File: src/rtl/dmem_port_arbiter.sv
`default_nettype none
// +----------------------------------------------------------------------------+
// | Module     : dmem_port_arbiter                                             |
// | Description: Serialises slot A then slot B onto the single data-memory     |
// |              port; optional store-to-load forwarding via DMEM_ARB_FWD_EN.  |
// | Revision   : 1.0                                                           |
// +----------------------------------------------------------------------------+
module dmem_port_arbiter #(
  parameter int ADDR_W = 32,
  parameter int DATA_W = 32
) (
  input  logic                clk,
  input  logic                reset,
  input  logic                flush,
  input  logic                req_valid_a,
  input  logic                req_re_a,
  input  logic [DATA_W/8-1:0] req_we_a,
  input  logic [ADDR_W-1:0]   req_addr_a,
  input  logic [DATA_W-1:0]   req_wdata_a,
  input  logic                req_valid_b,
  input  logic                req_re_b,
  input  logic [DATA_W/8-1:0] req_we_b,
  input  logic [ADDR_W-1:0]   req_addr_b,
  input  logic [DATA_W-1:0]   req_wdata_b,
  output logic                done_a,
  output logic                done_b,
  output logic [DATA_W-1:0]   rdata_a,
  output logic [DATA_W-1:0]   rdata_b,
  output logic                stall,
  output logic [ADDR_W-1:0]   dmem_addr,
  output logic [DATA_W-1:0]   dmem_wdata,
  output logic [DATA_W/8-1:0] dmem_we,
  output logic                dmem_re,
  input  logic [DATA_W-1:0]   dmem_rdata
);

  localparam int c_be_w = DATA_W / 8;

  typedef enum logic [2:0] {
    IDLE  = 3'd0,
    ACC_A = 3'd1,
    RSP_A = 3'd2,
    ACC_B = 3'd3,
    RSP_B = 3'd4
  } state_t;

  state_t              r_state;
  state_t              w_state_nxt;
  logic                r_a_load;
  logic                r_b_load;
  logic [c_be_w-1:0]   r_b_we;
  logic [ADDR_W-1:0]   r_b_addr;
  logic [DATA_W-1:0]   r_b_wdata;
  logic                r_b_pend;
  logic                w_ld_a;
  logic                w_ld_b;
  logic                w_b_take;
  logic                w_fwd;
`ifdef DMEM_ARB_FWD_EN
  logic [DATA_W-1:0]   r_a_wdata;
  logic                r_b_fwd;
`endif

  // A store with any byte enable wins over a simultaneous read request.
  assign w_ld_a   = req_re_a & ~|req_we_a;
  assign w_ld_b   = req_re_b & ~|req_we_b;
  assign w_b_take = req_valid_b & ~flush;

`ifdef DMEM_ARB_FWD_EN
  assign w_fwd = req_valid_a & w_b_take & (req_we_a == {c_be_w{1'b1}}) & w_ld_b &
                 (req_addr_a[ADDR_W-1:2] == req_addr_b[ADDR_W-1:2]);
`else
  assign w_fwd = 1'b0;
`endif

  always_ff @(posedge clk or negedge reset) begin
    if (!reset) begin
      r_state    <= IDLE;
      dmem_addr  <= '0;
      dmem_wdata <= '0;
      dmem_we    <= '0;
      dmem_re    <= 1'b0;
      r_a_load   <= 1'b0;
      r_b_load   <= 1'b0;
      r_b_we     <= '0;
      r_b_addr   <= '0;
      r_b_wdata  <= '0;
      r_b_pend   <= 1'b0;
`ifdef DMEM_ARB_FWD_EN
      r_a_wdata  <= '0;
      r_b_fwd    <= 1'b0;
`endif
    end else begin
      r_state <= w_state_nxt;
      dmem_we <= '0;
      dmem_re <= 1'b0;
      case (r_state)
        IDLE: begin
          r_a_load  <= w_ld_a;
          r_b_load  <= w_ld_b;
          r_b_we    <= req_we_b;
          r_b_addr  <= req_addr_b;
          r_b_wdata <= req_wdata_b;
          r_b_pend  <= req_valid_a & w_b_take & ~w_fwd;
`ifdef DMEM_ARB_FWD_EN
          r_a_wdata <= req_wdata_a;
          r_b_fwd   <= w_fwd;
`endif
          if (req_valid_a) begin
            dmem_addr  <= req_addr_a;
            dmem_wdata <= req_wdata_a;
            dmem_we    <= req_we_a;
            dmem_re    <= w_ld_a;
          end else if (w_b_take) begin
            dmem_addr  <= req_addr_b;
            dmem_wdata <= req_wdata_b;
            dmem_we    <= req_we_b;
            dmem_re    <= w_ld_b;
          end
        end
        ACC_A: begin
          // B has not touched memory yet, so a flush here still drops it.
          if (flush) begin
            r_b_pend <= 1'b0;
`ifdef DMEM_ARB_FWD_EN
            r_b_fwd  <= 1'b0;
`endif
          end
        end
        RSP_A: begin
          r_b_pend <= 1'b0;
`ifdef DMEM_ARB_FWD_EN
          r_b_fwd  <= 1'b0;
`endif
          if (r_b_pend && !flush) begin
            dmem_addr  <= r_b_addr;
            dmem_wdata <= r_b_wdata;
            dmem_we    <= r_b_we;
            dmem_re    <= r_b_load;
          end
        end
        default: ;
      endcase
    end
  end

  always_comb begin
    w_state_nxt = r_state;
    case (r_state)
      IDLE: begin
        if (req_valid_a)   w_state_nxt = ACC_A;
        else if (w_b_take) w_state_nxt = ACC_B;
      end
      ACC_A:   w_state_nxt = RSP_A;
      RSP_A:   w_state_nxt = (r_b_pend && !flush) ? ACC_B : IDLE;
      ACC_B:   w_state_nxt = RSP_B;
      RSP_B:   w_state_nxt = IDLE;
      default: w_state_nxt = IDLE;
    endcase
  end

  always_comb begin
    done_a  = (r_state == RSP_A);
    rdata_a = (done_a && r_a_load) ? dmem_rdata : '0;
    done_b  = (r_state == RSP_B);
    rdata_b = (done_b && r_b_load) ? dmem_rdata : '0;
`ifdef DMEM_ARB_FWD_EN
    if (r_state == RSP_A && r_b_fwd && !flush) begin
      done_b  = 1'b1;
      rdata_b = r_a_wdata;
    end
`endif
    stall = 1'b0;
    case (r_state)
      // Gated by reset so the issue unit sees no stall while the block is held.
      IDLE:         stall = reset & (req_valid_a | req_valid_b);
      ACC_A, ACC_B: stall = 1'b1;
      RSP_A:        stall = r_b_pend & ~flush;
      default:      stall = 1'b0;
    endcase
  end

endmodule
`default_nettype wire

File: config.mk
export PLATFORM = sky130hd
export DESIGN_NAME = dmem_port_arbiter
export DESIGN_NICKNAME = d
export VERILOG_FILES = /design/src/rtl/dmem_port_arbiter.sv
export SDC_FILE = /design/constraint.sdc
export NUM_CORES = 1
export LEC_CHECK = 0
export ABC_CLOCK_PERIOD_IN_PS = 2300
export CAP_MARGIN = 20
export CORE_ASPECT_RATIO = 0.8
export CORE_UTILIZATION = 44
export DETAILED_ROUTE_END_ITERATION = 7
export PLACE_DENSITY = 0.82
export SLEW_MARGIN = 20
export SYNTH_ARGS = -nofsm -noshare
export SYNTH_HDL_FRONTEND = slang
export SYNTH_SLANG_ARGS = --single-unit
File: constraint.sdc
create_clock -name clk -period 2.3 [get_ports clk]
set_input_delay 0.46 -clock clk [delete_from_list [all_inputs] [get_ports clk]]
set_output_delay 0.46 -clock clk [all_outputs]
set_load 0.01 [all_outputs]
* Word-level counts from Yosys, hierarchy flattened
Index checks and enable logic that the tools add are counted.
** Storage, ports and cells
- Bits of input ports :: 175
- Register bits after elaboration :: 143
** Operators by class
- Equal/unequal tests :: 7
- Reductions and logical operators :: 14
- Multiplexer cells :: 25
- Bitwise logic cells :: 8
** Operators by type and width (number)
- $mux 32 :: 8
- $pmux 32 s2 :: 2
- $mux 4 :: 3
- $pmux 3 s4 :: 1
- $pmux 4 s2 :: 1
- $reduce_or 4->1 :: 2
- $and 1x1->1 :: 6
- $eq 3x2->1 const B :: 2
- $mux 3 :: 2
- $pmux 1 s3 :: 2
- $mux 1 :: 4
- $eq 3x1->1 const B :: 1
- $eq 3x3->1 const B :: 1
- $logic_and 1x1->1 :: 3
- $logic_not 1->1 :: 3
- $logic_not 3->1 :: 1
- $ne 3x3->1 const B :: 1
- $reduce_and 3->1 :: 1
- $reduce_bool 3->1 :: 1
- $mux 2 :: 1
- $ne 2x1->1 const B :: 1
- $ne 2x2->1 const B :: 1
- $pmux 1 s2 :: 1
- $reduce_and 2->1 :: 1
- 4 further kinds :: 4

* Depth between registers and ports, before layout
- Depth after elaboration :: 6
- Gate-level depth with buffers :: 7
- Mapped depth without buffers :: 4

* Worst setup path after synthesis
No wires, ideal clock.
- Kind :: input -> output
- Start :: in req_valid_a
- End :: out stall
- Cell stages on the path :: 6
- Buffers on the path :: 3
- Arrival :: 1528 ps
- Slack :: 312 ps
- Path through :: buf_2 -> buf_2 -> clkbuf_1 -> o211ai_1 -> nor3b_1 -> nor2_1
** On the way
- Cells in the longest elaborated chain, start to end :: 3
** Ends and longest elaborated chain
- start: declaration :: RTL line 15 : input logic req_valid_a,
- $or 1x1->1 :: RTL line 176 : IDLE: stall = reset & (req_valid_a | req_valid_b);
- $and 1x1->1 :: RTL line 176
- $pmux 1 s3 :: RTL line 174 : case (r_state)
- end: declaration :: RTL line 29 : output logic stall,
Every way passes these cells.

* Final worst setup path
- Start :: reg r_state[0]
- End :: out rdata_a[4]
** On the way
- Cells in the longest elaborated chain, start to end :: 3
** Ends and longest elaborated chain
- start: declaration :: RTL line 47 : state_t r_state;
- start signal: assignment :: RTL line 94 : r_state <= w_state_nxt;
- $eq 3x2->1 :: RTL line 163 : done_a = (r_state == RSP_A);
- $logic_and 1x1->1 :: RTL line 164 : rdata_a = (done_a && r_a_load) ? dmem_rdata : '0;
- $mux 32 :: RTL line 164
- end: declaration :: RTL line 27 : output logic [DATA_W-1:0] rdata_a,
Every way passes these cells.

==> out/qor.yml <==
outcome:
  status: "completed"
die:
  fp.dieArea_mm2: 0.0175
  rows: 42
  fp.dieH_um: 119
  floorplan.initialDensity_pct: 45.1
  core_area_mm2: 0.0166
  die-width_um: 148
  pin_count: 311
detailed_routing:
  wl_per_cell_um: 16.4
  drtIter0Drc: 348
  avgViaCountPerCell: 5.01
  num_vias: 6898
  first_pass_iters: 5
  drc: 0
  wirelength_um: 22500
  ant_nets: 0
sta:
  min_period_ns: 2.23
  post-route-period-util_pct: 97.0
  timing_hold_violations_final: 0
  slew_viol_final: 0
  fmax_mhz: 448
  worstMarginPinSlew_ns: 0.854
  setup_tns_ns: 0
  holdWs_ns: 0.183
  max-slew-margin-rel_pct: 43.1
  finalSetupViolCount: 0
  clock_skew_ns: 0.0103
  rsz0062_at_grt: "yes"
global_routing:
  grt_pass1_wl_um: 35400
  grt_pass1_vias: 6806
  grt_max_degree: 144
  grt_overflow_total: 0
  grt.total_usage_pct: 25.8
  antenna_found_initial: 0
final_layout:
  antenna_cells: 0
  layout-drive-gt1-share_pct: 8.90
  final_util_pct: 68.3
  synthToLayoutAreaGrowth_pct: 51.4
  nFillCells: 1368
  fin_nets: 1319
clocking:
  clkLatencyLatePin_ns: 0.41
  numClockSinks: 143
  hold_buffers: 0
  cts_tree: "yes"
  clk_pin_slew_ns: 0.06
  clockBufferDepth: 2
  root_buffer: "clkbuf_16"
  numCtsBuffers: 17
  cts-htree-levels: 4
synth:
  yosys_register_bits: 143
  synth.distinct_cells: 26
  netlist_instances: 843
  ys_seq_area_share_pct: 47.9
  netlist_area_mm2: 0.00747
  synth_nets: 1018
  synth-warning-count: 0
  synth_area_per_cell_um2: 8.86
pwr:
  power_leakage_nw: 6.09
  p_per_area_mw_per_mm2: 1220
  ir_worst_vdd_v: 0.000655
  power_w: 0.0138
worst_setup_path:
  worst_setup_path_start_kind: "register"
  endpoint_kind: "output port"
  cp_data_arrival_time_ns: 1.77
  required_ns: 1.84
  reg2reg_depth: 6
  worstPathMaxFanout: 7
  critical_path_class: "register to output port"
placed_design:
  dp_hpwl_um: 14900
  io_buffer_count: 310
  gp_congestion: 0.815
run:
  drv_cap: 0
min_path:
  hold_path.class: "primary input to async pin"
## state kept, by name, summed over array words and instances, names as in the netlist
name,cells
dmem_we,4
r_b_pend,1
dmem_re,1
dmem_wdata,32
r_b_we,4
r_a_load,1
r_state,3
r_b_addr,32
r_b_wdata,32
dmem_addr,32
r_b_load,1
## cell usage after synthesis
master	n	area share (%)
a211o_2	1	0.13
a21oi_1	66	4.4
a22o_1	5	0.59
a22oi_1	3	0.30
and3_1	65	5.4
buf_1	7	0.35
buf_12	6	1.6
buf_2	10	0.67
buf_4	2	0.20
clkbuf_1	35	1.8
dfrtp_1	143	48
inv_1	67	3.4
mux2i_1	128	17
nand2_1	211	11
nand2b_1	1	0.084
nand3_1	3	0.20
nor2_1	70	3.5
nor2b_1	4	0.33
nor3_1	3	0.20
nor3_4	1	0.22
nor3b_1	2	0.20
nor4_1	2	0.17
o211ai_1	1	0.10
o21ai_0	5	0.33
or2_1	1	0.084
or3_1	1	0.084
## area by class of cell
class | instances | area, um^2 | share of cell area, %
Clock inverter | 13 | 105 | 0.929
Clock buffer | 19 | 453 | 4.00
Inverter | 67 | 251 | 2.22
Timing Repair Buffer | 342 | 3300 | 29.2
Sequential cell | 143 | 3580 | 31.7
Multi-Input combinational cell | 573 | 3340 | 29.5
Tap cell | 220 | 275 | 2.43
## worst paths after layout
check	start	endpoint	slack (ns)
min	reset	r_b_addr[0]$_DFFE_PN0P_	0.18
min in group clk	r_b_wdata[30]$_DFFE_PN0P_	r_b_wdata[30]$_DFFE_PN0P_	0.47
min reg2reg	r_b_wdata[30]$_DFFE_PN0P_	r_b_wdata[30]$_DFFE_PN0P_	0.47
max	r_state[0]$_DFFE_PN0P_	rdata_a[4]	0.07
max in group asynchronous	reset	r_b_addr[21]$_DFFE_PN0P_	1.54
max reg2reg	r_state[2]$_DFFE_PN0P_	dmem_addr[13]$_DFFE_PN0P_	0.22
## layer usage
metal | wire length (um) | global-route usage [%] | up-vias
met5 | 0 | 0 | -
met4 | 286 | 7.73 | 0
met3 | 1590 | 6.49 | 25
met2 | 10600 | 41.3 | 229
met1 | 10100 | 34.5 | 3292
li1 | - | - | 3352
## through the flow
step                      area (um^2)  setup slack, ns  cells
final                           11300           0.0695   1377
after global routing            11300          -0.0358   1377
after CTS                       11300         0.000858   1377
after detailed placement        10800           -0.128   1339
after global placement          10800           -0.109   1339
after floorplan                  7470            0.312    843
## power breakdown
group,internal [W],total [W],switching (W)
registers,0.00379,0.00448,0.000686
clock network,0.00146,0.00258,0.00113
logic,0.00320,0.00678,0.00358
total,0.00845,0.0138,0.00539
## repair_timing
action                                  4_1_cts  5_1_grt
pin swaps                                     1        1
buffers inserted                              5        0
gates cloned                                  1        1
endpoints found under the hold margin         0        0
gates resized for setup                     151       11
endpoints found under the setup margin       67       14
## cells in the final DEF, fill, tap and decap left out, types with 7 or more instances in the layout
master           count
dlygate4sd2_1       35
mux2i_1            128
clkbuf_16           18
dfrtp_1            141
inv_1               67
nor2_1              69
buf_12               7
buf_2               25
and3_1              64
a21oi_1             66
nand2_1            211
buf_4               23
clkdlybuf4s50_1    241
## logic make-up (layout without fill, tap and decap cells)
kind of cell | after synthesis | in the layout | synth area share, %
simple gates | 364 | 364 | 21.1
compound gates | 81 | 81 | 5.88
buf+inv | 127 | 441 | 7.95
mux | 128 | 128 | 17.1
flops | 143 | 143 | 47.9
## worst max-delay path, cell delays in order, from the launching register on
cell and delay, ns:
dfrtp_2 0.43, nor3b_4 0.23, buf_4 0.20, buf_6 0.13, and3_1 0.15, clkdlybuf4s15_2 0.22
No activity file was read; power rests on OpenSTA's default activity.
